===== src/rtl/mips_int_ctrl.sv =====
// rtl/mips_int_ctrl.sv - interrupt controller: edge-latched requests, fixed priority, safe-point redirect, ERET return
module mips_int_ctrl #(
   parameter int          NSRC        = 4,
   parameter logic [31:0] VECTOR_BASE = 32'h0000_0010
) (
   input  logic            clk,
   input  logic            rst,
   input  logic [NSRC-1:0] irq_in,
   input  logic [NSRC-1:0] irq_mask,
   input  logic            safe_valid,
   input  logic [31:0]     safe_pc,
   input  logic            eret,
   output logic            redirect,
   output logic [31:0]     redirect_pc,
   output logic [31:0]     epc,
   output logic [2:0]      cause,
   output logic            in_handler,
   output logic [NSRC-1:0] pending
);

   typedef enum logic [2:0] {
      S_IDLE,
      S_WAIT,
      S_ENTER,
      S_HANDLER,
      S_RETURN
   } state_t;

   state_t          state;
   state_t          state_nx;
   logic [NSRC-1:0] s1;
   logic [NSRC-1:0] s2;
   logic [NSRC-1:0] s3;
   logic [NSRC-1:0] rise;
   logic [NSRC-1:0] eligible;
   logic [NSRC-1:0] clear;
   logic [NSRC-1:0] pending_nx;
   logic [2:0]      winner;
   logic            take;

   // s1/s2 resolve metastability, s3 gives the previous level for edge detection
   always_ff @(posedge clk or negedge rst) begin
      if (!rst) begin
         s1 <= '0;
         s2 <= '0;
         s3 <= '0;
      end else begin
         s1 <= irq_in;
         s2 <= s1;
         s3 <= s2;
      end
   end

   assign rise     = s2 & ~s3;
   assign eligible = pending & irq_mask;

   always_comb begin
      winner = '0;
      for (int i = NSRC - 1; i >= 0; i--) begin
         if (eligible[i]) begin
            winner = 3'(i);
         end
      end
   end

   assign take = (state == S_WAIT) && (eligible != '0) && safe_valid;

   always_comb begin
      clear = '0;
      for (int i = 0; i < NSRC; i++) begin
         clear[i] = take && (winner == 3'(i));
      end
   end

   // a new rising edge in the same cycle as the take must not be lost
   assign pending_nx = (pending & ~clear) | rise;

   always_ff @(posedge clk or negedge rst) begin
      if (!rst) begin
         state   <= S_IDLE;
         pending <= '0;
         epc     <= '0;
         cause   <= '0;
      end else begin
         state   <= state_nx;
         pending <= pending_nx;
         if (take) begin
            epc   <= safe_pc;
            cause <= winner;
         end
      end
   end

   always_comb begin
      state_nx = state;
      case (state)
         S_IDLE: begin
            if (eligible != '0) begin
               state_nx = S_WAIT;
            end
         end
         S_WAIT: begin
            if (eligible == '0) begin
               state_nx = S_IDLE;
            end else if (safe_valid) begin
               state_nx = S_ENTER;
            end
         end
         S_ENTER: begin
            state_nx = S_HANDLER;
         end
         S_HANDLER: begin
            if (eret) begin
               state_nx = S_RETURN;
            end
         end
         S_RETURN: begin
            state_nx = S_IDLE;
         end
         default: begin
            state_nx = S_IDLE;
         end
      endcase
   end

   always_comb begin
      redirect_pc = '0;
      case (state)
         S_ENTER:  redirect_pc = VECTOR_BASE + {25'd0, cause, 4'b0000};
         S_RETURN: redirect_pc = epc;
         default:  redirect_pc = '0;
      endcase
   end

   assign redirect   = (state == S_ENTER) || (state == S_RETURN);
   assign in_handler = (state == S_ENTER) || (state == S_HANDLER) || (state == S_RETURN);

endmodule


===== config.mk =====
export PLATFORM = sky130hd
export DESIGN_NAME = mips_int_ctrl
export DESIGN_NICKNAME = d
export VERILOG_FILES = /design/src/rtl/mips_int_ctrl.sv
export SDC_FILE = /design/constraint.sdc
export NUM_CORES = 1
export LEC_CHECK = 0
export BUFFER_PORTS_ARGS = -buffer_cell sky130_fd_sc_hd__buf_2
export CAP_MARGIN = 20
export CORE_ASPECT_RATIO = 1.1
export CORE_MARGIN = 2
export CORE_UTILIZATION = 36
export DETAILED_ROUTE_END_ITERATION = 6
export HOLD_SLACK_MARGIN = 0.06
export SLEW_MARGIN = 20
export SYNTH_ARGS = -nofsm -noshare
export SYNTH_HDL_FRONTEND = slang
export SYNTH_SLANG_ARGS = --single-unit

===== constraint.sdc =====
create_clock -name clk -period 2.1 [get_ports clk]
set_input_delay 0.21 -clock clk [delete_from_list [all_inputs] [get_ports clk]]
set_output_delay 0.21 -clock clk [all_outputs]
set_load 0.02 [all_outputs]

==> qor.log <==
INFO  pwr            static-leakage-power=1.70nW
INFO  route          routed_wire_length_per_instance=13.1um
INFO  clocking       cts-buffers-inserted=5
INFO  die            die_h=89.8um
INFO  clocking       postCtsSetupBuffers=0
INFO  route          detailroute.via_count=1704
INFO  timing         final.period_utilization=0.867
INFO  die            placeableCoreArea=6520um^2
INFO  critical_path  critical_path.endpoint_type=flip-flop
INFO  clocking       tritoncts=yes
INFO  logic_synthesis synth_top_cells_by_area=sky130_fd_sc_hd__dfrtp_1, sky130_fd_sc_hd__mux2_4, sky130_fd_sc_hd__and2_1, sky130_fd_sc_hd__buf_12, sky130_fd_sc_hd__mux2_2
INFO  layout         drive_gt1_frac=0.554
INFO  placement      routabilityCongestion=0.738
INFO  global_route   grt_overflow=0
INFO  clocking       clock_insertion_delay_worst_skew=0.30ns
INFO  placement      place.port_buffers=115
INFO  die            initial_utilization=0.370
INFO  critical_path  ff2ff_path_depth=4
INFO  route          detail_route.first_pass.iterations=4
INFO  route          drtAntennaViolNets=0
INFO  job            max-cap-violations=0
INFO  critical_path  crit_path_cell_trace=and4bb_4 -> and2_4 -> buf_4 -> mux2_2
INFO  min_path       holdPathStages=2
INFO  logic_synthesis cell_accounting_for_the_most_synthesized_area=sky130_fd_sc_hd__dfrtp_1
INFO  outcome        outcome=complete, no violations
INFO  critical_path  critical_path.top_delay_family=simple AND/OR/NAND/NOR gates
INFO  route          drtIter0Drc=34
INFO  timing         final_period_minus_worst_setup_slack=1.82ns
INFO  global_route   initial_antenna_violation_count=0
INFO  die            rows=31
INFO  critical_path  slowest_stage=sky130_fd_sc_hd__dfrtp_1
INFO  route          drc=0
INFO  critical_path  timing.critical_path.fanout_max=12
INFO  critical_path  critical_path_depth=4
INFO  die            die_ar=7370um^2
INFO  global_route   grt_start_max_net_pins=24
INFO  critical_path  cp_num_buf_inv=1
INFO  die            die_x=82.0um
INFO  critical_path  crit-reg2reg-launch=state[1]
INFO  critical_path  r2r_slack=0.28ns
INFO  clocking       clock_pin_transition_on_the_worst_setup_and_hold_timing_paths=0.09ns
INFO  min_path       min_path_type=input pin to flip-flop
INFO  timing         timing.final.setup_violations=0
INFO  logic_synthesis synth.cell_area=2410um^2
INFO  timing         final-hold-violation-count=0
INFO  critical_path  critPathMaxStageDelay=0.47ns
INFO  die            floorplan.io_pins=117
INFO  layout         syn2layout_area_growth=31.8%
INFO  min_path       min_delay_worst_endpoint=epc[5]
INFO  logic_synthesis yosysWarningCount=0
INFO  timing         totalNegativeSetupSlack=0ns
INFO  critical_path  critPathLaunchType=flip-flop
INFO  layout         antenna-diode-count=0
INFO  timing         final_max_slew_viol_count=0
INFO  logic_synthesis synth_nets=223
INFO  critical_path  critPathKind=flip-flop to flip-flop
INFO  logic_synthesis syn_inst=178
INFO  clocking       ctsRootBufferMaster=sky130_fd_sc_hd__clkbuf_8
INFO  global_route   grt_first_pass_wirelength=8250um
INFO  critical_path  cp.required=2.30ns
INFO  pwr            vdd.ir_drop.worst=617uV
INFO  timing         holdWs=0.130ns
INFO  logic_synthesis synth.ff_latch_count=53
INFO  clocking       clock_sink_count=53
INFO  global_route   first_global_vias=1665
INFO  timing         clock.fmax=549MHz
INFO  clocking       h_tree_level_count=2
INFO  logic_synthesis synth_top_area_frac=0.550
INFO  placement      dp_hpwl=3960um
INFO  timing         setup_repair_after_global_routing_missed_its_margin=false
INFO  clocking       clk_path_buf_depth=2
INFO  min_path       hold_start=safe_pc[5]
INFO  timing         clock_skew=0.0104ns
INFO  logic_synthesis post_synth_num_cell_types=30
INFO  critical_path  r2r_end=epc[1]
INFO  global_route   global_route.usage.total=0.145
INFO  route          wl=5060um
INFO  logic_synthesis synth_sequential_area_ratio=0.550
INFO  logic_synthesis syn_avg_cell_area=13.5um^2
INFO  critical_path  timing.critical_path.arrival=2.02ns
INFO  route          drt-vias-per-instance=4.43
INFO  layout         final_nets=347
INFO  pwr            p_per_area=1380nW/um^2
[state kept, by name, summed over array words and instances, names as in the netlist]
register	count
cause	2
epc	32
pending	4
s1	4
s2	4
s3	4
state	3
[power by group]
part           leakage [nW]  total (mW)  internal [mW]  switching (mW)
clock network        0.0450       0.536          0.231           0.305
logic                  1.03        2.08           1.03            1.05
registers             0.617        1.76           1.42           0.342
total                  1.70        4.38           2.68            1.70
[area by class of cell]
type | instances | area [um^2]
sequential | 53 | 1330
inverter | 5 | 18.8
multi-input combinational | 110 | 956
clock inverter | 2 | 10.0
fill | 629 | 3340
tap | 82 | 103
timing repair buffer | 127 | 691
clock buffer | 6 | 72.6
[synth_stat cells (all sizes together)]
master / n
conb: 1
or2: 1
and2: 31
nor2b: 1
a211oi: 1
o21ai: 2
or2b: 1
clkbuf: 3
nor2: 6
nand4b: 1
buf: 7
a22o: 2
a22oi: 3
a21oi: 5
nand2: 12
a21boi: 1
nor3b: 1
mux2: 34
and4bb: 1
and2b: 1
nand3: 4
ha: 1
dfrtp: 53
inv: 5
[per-layer routing]
layer	track usage	part of all wire
met2	0.236	0.52
met1	0.185	0.41
met4	0.0542	0.018
met5	0	0
met3	0.0331	0.057
[cells in the final DEF (no fill, tap or decap), types with 4 or more instances in the layout]
| master | instances |
|---|---|
| sky130_fd_sc_hd__buf_2 | 115 |
| sky130_fd_sc_hd__dfrtp_1 | 53 |
| sky130_fd_sc_hd__and2_1 | 30 |
| sky130_fd_sc_hd__mux2_4 | 30 |
| sky130_fd_sc_hd__nand2_1 | 12 |
| sky130_fd_sc_hd__nor2_1 | 6 |
| sky130_fd_sc_hd__buf_4 | 6 |
| sky130_fd_sc_hd__inv_1 | 5 |
| sky130_fd_sc_hd__a21oi_1 | 5 |
| sky130_fd_sc_hd__clkbuf_8 | 5 |
| sky130_fd_sc_hd__dlygate4sd3_1 | 5 |
| sky130_fd_sc_hd__nand3_1 | 4 |
| sky130_fd_sc_hd__mux2_2 | 4 |
[worst register-to-register path: stages (launching register included)]
cell and delay (ns):
sky130_fd_sc_hd__dfrtp_1 0.47, sky130_fd_sc_hd__and4bb_4 0.41, sky130_fd_sc_hd__and2_4 0.30, sky130_fd_sc_hd__buf_4 0.21, sky130_fd_sc_hd__mux2_2 0.33
[worst max-delay path by stage]
stage	start	to	slack, ns
floorplan	pending[1]	cause[0]	0.46
CTS	state[0]	redirect_pc[18]	0.25
detailed placement	state[1]	epc[1]	0.28
global route	state[0]	redirect_pc[18]	0.14
global placement	state[1]	epc[1]	0.31
finish	state[1]	epc[1]	0.28
[repair_timing]
item | in CTS | in global routing
resized for setup | 0 | 0
hold buffers | 5 | 0
endpoints found under the hold margin | 13 | 0
[through the flow]
stage	utilization	instance area, um^2	setup slack (ns)	total power [mW]	cells
after floorplan	-	2410	0.460	3.28	178
after global placement	0.467	3040	0.314	3.84	372
after detailed placement	0.467	3040	0.284	3.88	372
after CTS	0.488	3180	0.247	4.45	385
after global routing	0.488	3180	0.145	4.68	385
final	0.488	3180	0.279	4.38	385
[cell families after synthesis]
kind of cell / after synthesis / synth area share
AO/OA/AOI/OAI: 14 / 0.0394
AND/OR/NAND/NOR: 60 / 0.143
other: 1 / 0.00156
buffers and inverters: 15 / 0.0555
adder cells (fa/ha/maj): 1 / 0.00519
flip-flops: 53 / 0.550
multiplexers: 34 / 0.205
No activity file was read; power rests on OpenSTA's default activity.
